[src/rtl/instruction_loader_pkg.sv]
// Shared types and defaults for the instruction loader.
// FSM state encoding, byte width and default sizes.
package instruction_loader_pkg;

  localparam int BYTE_SIZE = 8;
  localparam int DEF_WORD_SIZE_IN_BYTES = 4;
  localparam int DEF_MEM_SIZE_IN_WORDS = 64;
  localparam logic [31:0] DEF_HALT_WORD = 32'hFFFF_FFFF;

  typedef enum logic [2:0] {
    S_IDLE,
    S_CLEAR,
    S_WAIT_EMPTY,
    S_RECV,
    S_WRITE,
    S_DONE,
    S_ERROR
  } state_e;

endpackage

[src/rtl/instruction_loader_byte_assembler.sv]
// Byte assembler: shifts bytes in MSB-first and flags the last byte.
// Ports: i_clk, i_reset, i_clear, i_valid, i_byte -> o_word, o_word_valid.
module byte_assembler
  import instruction_loader_pkg::*;
#(
  parameter int WORD_SIZE_IN_BYTES = DEF_WORD_SIZE_IN_BYTES
) (
  input  logic                                     i_clk,
  input  logic                                     i_reset,
  input  logic                                     i_clear,
  input  logic                                     i_valid,
  input  logic [BYTE_SIZE-1:0]                     i_byte,
  output logic [WORD_SIZE_IN_BYTES*BYTE_SIZE-1:0]  o_word,
  output logic                                     o_word_valid
);

  localparam int BUS = WORD_SIZE_IN_BYTES * BYTE_SIZE;
  localparam int CNT_W =
    (WORD_SIZE_IN_BYTES > 1) ? $clog2(WORD_SIZE_IN_BYTES) : 1;
  localparam logic [CNT_W-1:0] LAST = CNT_W'(WORD_SIZE_IN_BYTES - 1);

  logic [BUS-1:0]   sh_q, sh_d;
  logic [CNT_W-1:0] cnt_q, cnt_d;
  logic [BUS-1:0]   shifted;
  logic             last;

  // The completed word is presented combinationally so the loader
  // can latch it on the very edge that accepts the last byte.
  assign shifted = (sh_q << BYTE_SIZE) | BUS'(i_byte);
  assign last = (cnt_q == LAST);
  assign o_word = shifted;
  assign o_word_valid = i_valid && last && !i_clear;

  always_comb begin
    sh_d = sh_q;
    cnt_d = cnt_q;
    if (i_clear) begin
      sh_d = '0;
      cnt_d = '0;
    end else if (i_valid) begin
      sh_d = shifted;
      cnt_d = last ? '0 : cnt_q + 1'b1;
    end
  end

  always_ff @(posedge i_clk) begin
    if (i_reset) begin
      sh_q <= '0;
      cnt_q <= '0;
    end else begin
      sh_q <= sh_d;
      cnt_q <= cnt_d;
    end
  end

endmodule

[src/rtl/instruction_loader.sv]
// Loads a program from a UART byte stream into IF instruction memory.
// Ports: i_start/i_rx_*/i_mem_* in; o_clear/write_mem, o_instruction, status out.
module instruction_loader
  import instruction_loader_pkg::*;
#(
  parameter int WORD_SIZE_IN_BYTES = DEF_WORD_SIZE_IN_BYTES,
  parameter int MEM_SIZE_IN_WORDS = DEF_MEM_SIZE_IN_WORDS,
  parameter logic [WORD_SIZE_IN_BYTES*BYTE_SIZE-1:0] HALT_WORD =
    DEF_HALT_WORD
) (
  input  logic                                        i_clk,
  input  logic                                        i_reset,
  input  logic                                        i_start,
  input  logic                                        i_rx_valid,
  input  logic [BYTE_SIZE-1:0]                        i_rx_data,
  input  logic                                        i_mem_full,
  input  logic                                        i_mem_empty,
  output logic                                        o_clear_mem,
  output logic                                        o_write_mem,
  output logic [WORD_SIZE_IN_BYTES*BYTE_SIZE-1:0]     o_instruction,
  output logic                                        o_busy,
  output logic                                        o_done,
  output logic                                        o_error,
  output logic [$clog2(MEM_SIZE_IN_WORDS+1)-1:0]      o_word_count
);

  localparam int BUS = WORD_SIZE_IN_BYTES * BYTE_SIZE;
  localparam int CW = $clog2(MEM_SIZE_IN_WORDS + 1);
  localparam logic [CW-1:0] MAXC = CW'(MEM_SIZE_IN_WORDS);

  state_e         state_q, state_d;
  logic [BUS-1:0] instr_q, instr_d;
  logic [CW-1:0]  cnt_q, cnt_d;
  logic           clear_q, write_q, busy_q, done_q, error_q;

  logic           asm_clear, asm_valid, word_valid, full, halt_pend;
  logic [BUS-1:0] word;

  // After the HALT word is latched no further bytes belong to the program.
  assign halt_pend = (state_q == S_WRITE) && (instr_q == HALT_WORD);
  assign asm_clear = i_start || (state_q == S_CLEAR);
  assign asm_valid = i_rx_valid && !halt_pend &&
                     ((state_q == S_RECV) || (state_q == S_WRITE));
  // The own count guards against a memory that never reports full.
  assign full = i_mem_full || (cnt_q == MAXC);

  byte_assembler #(
    .WORD_SIZE_IN_BYTES(WORD_SIZE_IN_BYTES)
  ) u_asm (
    .i_clk       (i_clk),
    .i_reset     (i_reset),
    .i_clear     (asm_clear),
    .i_valid     (asm_valid),
    .i_byte      (i_rx_data),
    .o_word      (word),
    .o_word_valid(word_valid)
  );

  always_comb begin
    state_d = state_q;
    instr_d = instr_q;
    cnt_d = cnt_q;
    if (i_start) begin
      state_d = S_CLEAR;
      cnt_d = '0;
    end else begin
      unique case (state_q)
        S_IDLE: ;
        S_CLEAR: state_d = S_WAIT_EMPTY;
        S_WAIT_EMPTY: if (i_mem_empty) state_d = S_RECV;
        S_RECV, S_WRITE: begin
          if (state_q == S_WRITE)
            state_d = halt_pend ? S_DONE : S_RECV;
          // Full check happens as the word completes, so the strobe
          // cycle can be registered one cycle after the last byte.
          if (word_valid && !halt_pend) begin
            if (full) begin
              state_d = S_ERROR;
            end else begin
              state_d = S_WRITE;
              instr_d = word;
              cnt_d = cnt_q + 1'b1;
            end
          end
        end
        S_DONE, S_ERROR: ;
        default: state_d = S_IDLE;
      endcase
    end
  end

  always_ff @(posedge i_clk) begin
    if (i_reset) begin
      state_q <= S_IDLE;
      instr_q <= '0;
      cnt_q <= '0;
      clear_q <= 1'b0;
      write_q <= 1'b0;
      busy_q <= 1'b0;
      done_q <= 1'b0;
      error_q <= 1'b0;
    end else begin
      state_q <= state_d;
      instr_q <= instr_d;
      cnt_q <= cnt_d;
      clear_q <= (state_d == S_CLEAR);
      write_q <= (state_d == S_WRITE);
      busy_q <= (state_d == S_CLEAR) || (state_d == S_WAIT_EMPTY) ||
                (state_d == S_RECV) || (state_d == S_WRITE);
      done_q <= (state_d == S_DONE);
      error_q <= (state_d == S_ERROR);
    end
  end

  assign o_clear_mem = clear_q;
  assign o_write_mem = write_q;
  assign o_instruction = instr_q;
  assign o_busy = busy_q;
  assign o_done = done_q;
  assign o_error = error_q;
  assign o_word_count = cnt_q;

endmodule

[config.mk]
export PLATFORM = sky130hd
export DESIGN_NAME = instruction_loader
export DESIGN_NICKNAME = d
export VERILOG_FILES = /design/src/rtl/instruction_loader_pkg.sv /design/src/rtl/instruction_loader_byte_assembler.sv /design/src/rtl/instruction_loader.sv
export SDC_FILE = /design/constraint.sdc
export NUM_CORES = 1
export LEC_CHECK = 0
export ABC_AREA = 1
export BUFFER_PORTS_ARGS = -buffer_cell sky130_fd_sc_hd__buf_2
export CAP_MARGIN = 20
export CORE_UTILIZATION = 50
export CTS_CLUSTER_SIZE = 8
export DETAILED_ROUTE_END_ITERATION = 10
export PLACE_DENSITY = 0.76
export SYNTH_ARGS = -nofsm -noshare
export SYNTH_HDL_FRONTEND = slang
export SYNTH_HIERARCHICAL = 1
export SYNTH_SLANG_ARGS = --single-unit
[constraint.sdc]
create_clock -name i_clk -period 2.3 [get_ports i_clk]
set_clock_uncertainty 0.1 [all_clocks]
set_input_delay 0.46 -clock i_clk [delete_from_list [all_inputs] [get_ports i_clk]]
set_output_delay 0.46 -clock i_clk [all_outputs]
set_load 0.05 [all_outputs]
==> impl_metrics.json, run 1 <==
{
  "antenna_found_initial": 0,
  "synth_top_area_frac": 0.443,
  "clock_sinks": 73,
  "postCtsHoldBufs": 0,
  "grt-ovfl-total": 0,
  "grt_use_total": 0.212,
  "cp_data_arrival_time_ns": 2.41,
  "finalHoldViolCount": 0,
  "setup_viol": 0,
  "required_ns": 2.48,
  "routed-via-count": 2977,
  "leakagePower_nw": 1.54,
  "floorplan.initialDensity": 0.519,
  "slew_headroom": 0.622,
  "cts_tree": "yes",
  "fin_nets": 541,
  "power_density_nw_per_um2": 612,
  "synth-main-ff-cell": "dfxtp_1",
  "fill_cells": 586,
  "tightest_slew_ns": 0.565,
  "grt_pass1_wl_um": 11800,
  "hold_path.class": "input port to flop",
  "cts_buffer_depth": 2,
  "die_w_um": 83.2,
  "synth-async-reset-ratio": 0,
  "routabilityCongestion": 0.832,
  "critical_path_class": "flop to flop",
  "fin_cells": 606,
  "area_growth_syn_to_layout_pct": 16.7,
  "endpoint_kind": "flop",
  "peakVddDrop_mv": 0.374,
  "grt_max_degree": 53,
  "cap_violations": 0,
  "yosys-top-cells-count": "nand2_1 (167), nor2_1 (84), dfxtp_1 (73)",
  "finalSetupTns_ns": 0,
  "dr.pass1.iters": 5,
  "initialDrtViolationCount": 223,
  "core_um2": 6350,
  "period_needed_ns": 2.23,
  "syn_nets": 486,
  "cts_buffers": 9,
  "status": "finished, final reports clean",
  "synth_area_um2": 3300,
  "power_mw": 2.36,
  "finalMaxSlewViolations": 0,
  "rows": 29,
  "via_per_inst": 4.91,
  "ys_types": 30,
  "yosys_warnings": 6,
  "root_buffer": "clkbuf_8",
  "ioPinCount": 58,
  "synth_most_common_cell": "nand2_1",
  "grt_pass1_vias": 2579,
  "cts_htree_levels": 3,
  "critPathMaxFanout": 16,
  "drt-total-wl_um": 7470,
  "dpl.cell_count": 580,
  "yosys.area.top_type": "dfxtp_1",
  "wl_per_cell_um": 12.3,
  "fin_crit_sh": 0.969,
  "portBuffers": 57,
  "fmax_ghz": 0.449,
  "ant_nets": 0,
  "antenna_cells": 0,
  "synth_area_leaders": "dfxtp_1 (44%), nand2_1 (19%), nor2_1 (9.6%), inv_1 (4.9%), a21oi_1 (4.1%)",
  "yosysSeqAreaShare": 0.443,
  "dp_hpwl_um": 4810,
  "avgSynthCellArea_um2": 7.03,
  "synth_edf_count": 0,
  "worstSkewPairLatency_ns": 0.35,
  "synthCells": 469,
  "die_area_um2": 6920,
  "die_y_um": 83.2,
  "drc_errors": 0,
  "worstSetupStartpointType": "flop",
  "cts.clk_slew.worst_paths_ns": 0.08,
  "synth-seq-cells": 73,
  "drive_gt1_frac": 0.265
}
## power breakdown
| part | internal (mW) | switching [mW] | leakage [nW] |
|---|---|---|---|
| combinational | 0.0303 | 0.0739 | 0.841 |
| clock | 0.529 | 0.451 | 0.0974 |
| sequential | 1.27 | 0.00354 | 0.606 |
## cell usage in the layout (no fill, tap or decap), types with 2 or more instances in the layout
cell,netlist,routed
clkbuf_1,3,3
dfxtp_2,0,33
buf_4,12,9
inv_1,43,43
nor2_1,84,83
ha_1,3,3
nor2_4,2,5
nand2_4,2,2
clkbuf_8,0,10
a21oi_2,11,11
o21ai_0,2,2
nor2_2,2,2
buf_2,3,57
nand3_1,10,10
clkinv_2,0,2
xnor2_1,2,2
dfxtp_1,73,40
nand4_1,4,4
nand2_1,167,167
a21oi_1,27,27
## final timing paths
| path | slack [ns] | end | start | depth (start not counted) |
|---|---|---|---|---|
| worst max-delay path | 0.07 | o_instruction[21] | o_instruction[13] | 15 |
| worst min-delay path | 0.26 | o_instruction[0] | i_rx_data[0] | 3 |
| worst max register to register | 0.07 | o_instruction[21] | o_instruction[13] | 15 |
| worst min register to register | 0.35 | o_instruction[26] | u_asm/sh_q[18] | 2 |
## registers in the layout, indices dropped and copies added (netlist names)
name	cells
o_busy	1
o_write_mem	1
o_clear_mem	1
u_asm/sh_q	24
o_instruction	32
o_word_count	7
o_done	1
o_error	1
state_q	3
u_asm/cnt_q	2
## area by class of cell
cell class / count / area [um^2] / area share
inverters: 45 / 171 / 0.0445
well taps: 77 / 96.3 / 0.0250
repair buffers: 67 / 373 / 0.0969
clock inverters: 3 / 40.0 / 0.0104
multi-input cells: 328 / 1520 / 0.394
clock buffers: 13 / 149 / 0.0387
flip-flops and latches: 73 / 1500 / 0.390
## critical path: stages (launching register included)
cell and delay (ns):
dfxtp_2 0.34, nand2_1 0.05, nor2_1 0.24, nand2_1 0.10, nor2_1 0.16, nand3_2 0.13
nand2_1 0.12, nor2_4 0.04, nand2_1 0.05, nor2_1 0.05, nand2_2 0.14, nor3_4 0.06
buf_4 0.15, nand2_4 0.18, nand2_1 0.10, a21oi_2 0.13
## through the flow
stage | setup slack, ns | area (um^2) | util | hold WS, ns
5_1_grt | -0.0554 | 3850 | 0.606 | 0.257
3_5_place_dp | -0.0164 | 3550 | 0.559 | 0.344
6_report | 0.0707 | 3850 | 0.606 | 0.261
2_1_floorplan | 0.00706 | 3340 | - | 0.331
3_3_place_gp | 0.0794 | 3550 | 0.559 | 0.340
4_1_cts | 0.00193 | 3790 | 0.596 | 0.254
## metal layers
metal,global-route usage,up-vias,wire [um]
li1,-,1535,-
met1,0.274,1344,3400
met2,0.335,88,3540
met3,0.0467,10,402
met4,0.105,0,125
met5,0,-,0
## what timing repair did
item,in CTS,in global routing
setup endpoints to repair,30,33
resized for setup,1,1
buffers inserted,2,5
pin swaps,2,4
gates cloned,1,2
## cells by family after synthesis
| logic type | Yosys count | synth area share |
|---|---|---|
| buffers and inverters | 71 | 0.112 |
| DFF | 73 | 0.443 |
| xor gates and xnor gates | 2 | 0.00531 |
| and+or+nand+nor | 275 | 0.342 |
| AOI/OAI and AO/OA | 45 | 0.0861 |
| adders and majority gates | 3 | 0.0114 |
Note: power is estimated with default switching activity, not from simulation.
==> run 2: changes to the inputs <==
--- a/config.mk
+++ b/config.mk
@@ -5,10 +5,9 @@
 export SDC_FILE = /design/constraint.sdc
 export NUM_CORES = 1
 export LEC_CHECK = 0
-export ABC_AREA = 1
 export BUFFER_PORTS_ARGS = -buffer_cell sky130_fd_sc_hd__buf_2
 export CAP_MARGIN = 20
-export CORE_UTILIZATION = 50
+export CORE_UTILIZATION = 49
 export CTS_CLUSTER_SIZE = 8
 export DETAILED_ROUTE_END_ITERATION = 10
 export PLACE_DENSITY = 0.76
==> run 2 against run 1 <==
The flow now finishes with violations (negative setup slack). Combinational power fell by 7%. Global-route usage rose by 3.5 points. Wire length rose by 3.1%. Design area rose by 6.7%. Cell count fell by 18%. Hold slack improved by 0.00079 ns. Area after synthesis fell by 6.8%. Sequential power barely moved. Synthesized cell count fell by 34%. Clock power rose by 0.9%. Non-clock buffer count rose by 51. First-iteration DRC count fell by 61%. Critical endpoint is now o_instruction[17].
==> impl_metrics.json, run 2 <==
{
  "worstSkewPairLatency_ns": 0.35,
  "peakVddDrop_mv": 0.509,
  "dp_hpwl_um": 4660,
  "root_buffer": "clkbuf_8",
  "grt_use_total": 0.247,
  "fin_crit_sh": 1.13,
  "drive_gt1_frac": 0.418,
  "yosysSeqAreaShare": 0.475,
  "floorplan.initialDensity": 0.513,
  "yosys-top-cells-count": "dfxtp_1 (73), nor2_1 (68), mux2i_1 (57)",
  "synth-seq-cells": 73,
  "status": "complete, but fails checks",
  "ioPinCount": 58,
  "fill_cells": 488,
  "slew_headroom": 0.370,
  "cap_violations": 0,
  "antenna_cells": 0,
  "synth_area_leaders": "dfxtp_1 (48%), mux2i_1 (19%), nor2_1 (8.3%), buf_4 (2.7%), buf_12 (2.0%)",
  "synth_edf_count": 0,
  "drc_errors": 0,
  "die_y_um": 81.2,
  "setup_viol": 44,
  "ant_nets": 0,
  "grt_pass1_wl_um": 12000,
  "antenna_found_initial": 0,
  "whs_path_depth": 3,
  "cts_tree": "yes",
  "finalMaxSlewViolations": 0,
  "finalSetupTns_ns": -8.61,
  "tightest_slew_ns": 0.946,
  "dpl_cell_area_um2": 3650,
  "cts_htree_levels": 3,
  "avgSynthCellArea_um2": 9.95,
  "slowest_delay_ns": 0.41,
  "synth_top_area_frac": 0.475,
  "fmax_ghz": 0.385,
  "cts_buffers": 9,
  "rsz0062_at_grt": "yes",
  "core_um2": 5990,
  "die_area_um2": 6590,
  "endpoint_kind": "flop",
  "period_needed_ns": 2.60,
  "syn_nets": 326,
  "violations": "negative setup slack",
  "wl_per_cell_um": 15.6,
  "fin_nets": 431,
  "worst_path_max_delay_cell": "or3b_4",
  "final_cell_mix": "nor2_1 (66), buf_2 (57), dfxtp_1 (56)",
  "dr.pass1.iters": 4,
  "place_ws_ns": -0.290,
  "finalHoldViolCount": 0,
  "critPathMaxFanout": 8,
  "fin_util": 0.686,
  "cts.clk_slew.worst_paths_ns": 0.08,
  "routed-via-count": 2575,
  "required_ns": 2.42,
  "synth-main-ff-cell": "dfxtp_1",
  "hold_path.class": "input port to flop",
  "grt_max_degree": 39,
  "worstSetupStartpointType": "flop",
  "synth_most_common_cell": "dfxtp_1",
  "clock_sinks": 73,
  "die_w_um": 81.2,
  "leakagePower_nw": 1.94,
  "area_growth_syn_to_layout_pct": 33.6,
  "largest_register_ff_count": 32,
  "via_per_inst": 5.21,
  "met2WireLength_um": 4030,
  "yosys.area.top_type": "dfxtp_1",
  "power_density_nw_per_um2": 573,
  "grt-ovfl-total": 0,
  "synth_area_um2": 3070,
  "cts_buffer_depth": 2,
  "fin_ws_ns": -0.295,
  "wl_met1_um": 3200,
  "final_common_cell": "nor2_1",
  "path_cells": "or3b_4, o21ai_4, and3_4, nand2_4, nor2_4, inv_2, a311oi_4, buf_4, nand4b_4, buf_6, buf_16, mux2i_1, nor2_1",
  "yosys_warnings": 6,
  "synthCells": 309,
  "wl_met3_um": 339,
  "initialDrtViolationCount": 88,
  "top_layer": "met4",
  "design_area_um2": 4110,
  "critical_path_class": "flop to flop",
  "routabilityCongestion": 0.880,
  "ff2ff_path_depth": 13,
  "synth-async-reset-ratio": 0,
  "cp_data_arrival_time_ns": 2.71,
  "portBuffers": 57,
  "grt_pass1_vias": 2500,
  "ys_types": 45,
  "drt-total-wl_um": 7700,
  "rows": 28
}
-- run 2: cell types whose count changed in the layout (fill, tap and decap cells not counted), sizes merged, moves of 23 or more --
cell	delta
inv	-39
a21oi	-30
nor2	-23
buf	+51
mux2i	+57
nand2	-158
-- run 2: power by group --
part	internal (mW)	total, mW	leakage (nW)	switching (mW)
clock network	0.504	0.989	0.0964	0.485
registers	1.27	1.27	0.597	0.00172
logic	0.0347	0.0964	1.25	0.0617
total	1.81	2.35	1.94	0.548
-- run 2: repair_timing --
| action | in CTS | in global routing |
|---|---|---|
| buffers inserted | 29 | 6 |
| hold buffers | 0 | 0 |
| gates cloned | 5 | 0 |
| gates resized for setup | 12 | 11 |
| pin swaps | 11 | 2 |
| setup endpoints to repair | 45 | 45 |
-- run 2: metal layers --
layer	GRT usage	vias up
met3	0.0663	14
met4	0.105	0
met1	0.268	1222
met2	0.447	72
li1	-	1267
met5	0	-
-- run 2: cell families after synthesis --
logic type      count (synthesis)  share of synthesized area
compound gates                 22                     0.0472
xor+xnor                        3                    0.00855
fa+ha+maj                       3                     0.0122
buf+inv                        30                     0.0790
flops                          73                      0.475
mux                            58                      0.189
simple gates                  120                      0.188
-- run 2: worst paths after layout --
path / start / endpoint / slack (ns)
worst max-delay path: state_q[2] / o_instruction[17] / -0.30
worst max register to register: state_q[2] / o_instruction[17] / -0.30
worst min-delay path: i_rx_data[6] / u_asm/sh_q[6] / 0.26
worst min register to register: u_asm/cnt_q[1] / u_asm/cnt_q[1] / 0.41
-- run 2: layout make-up --
class / instances / area (um^2) / area share
clock inverters: 6 / 68.8 / 0.0168
repair buffers: 118 / 823 / 0.200
flip-flops and latches: 73 / 1480 / 0.361
multi-input cells: 207 / 1490 / 0.363
well taps: 75 / 93.8 / 0.0228
clock buffers: 10 / 128 / 0.0311
inverters: 5 / 18.8 / 0.00457
-- run 2: metrics by stage --
| stage | power (mW) | std cells | hold slack (ns) |
|---|---|---|---|
| 3_3_place_gp | 1.39 | 463 | 0.366 |
| 6_report | 2.35 | 494 | 0.261 |
| 5_1_grt | 2.43 | 494 | 0.267 |
| 3_5_place_dp | 1.39 | 463 | 0.381 |
| 2_1_floorplan | 1.37 | 309 | 0.359 |
| 4_1_cts | 2.37 | 491 | 0.246 |
-- run 2: worst max-delay path: cells and delay by family (launching register included) --
family                 cells  cell delay (ns)
AOI/OAI and AO/OA          2             0.32
buffers and inverters      4             0.55
DFF                        1             0.34
muxes                      1             0.17
and+or+nand+nor            6             0.97
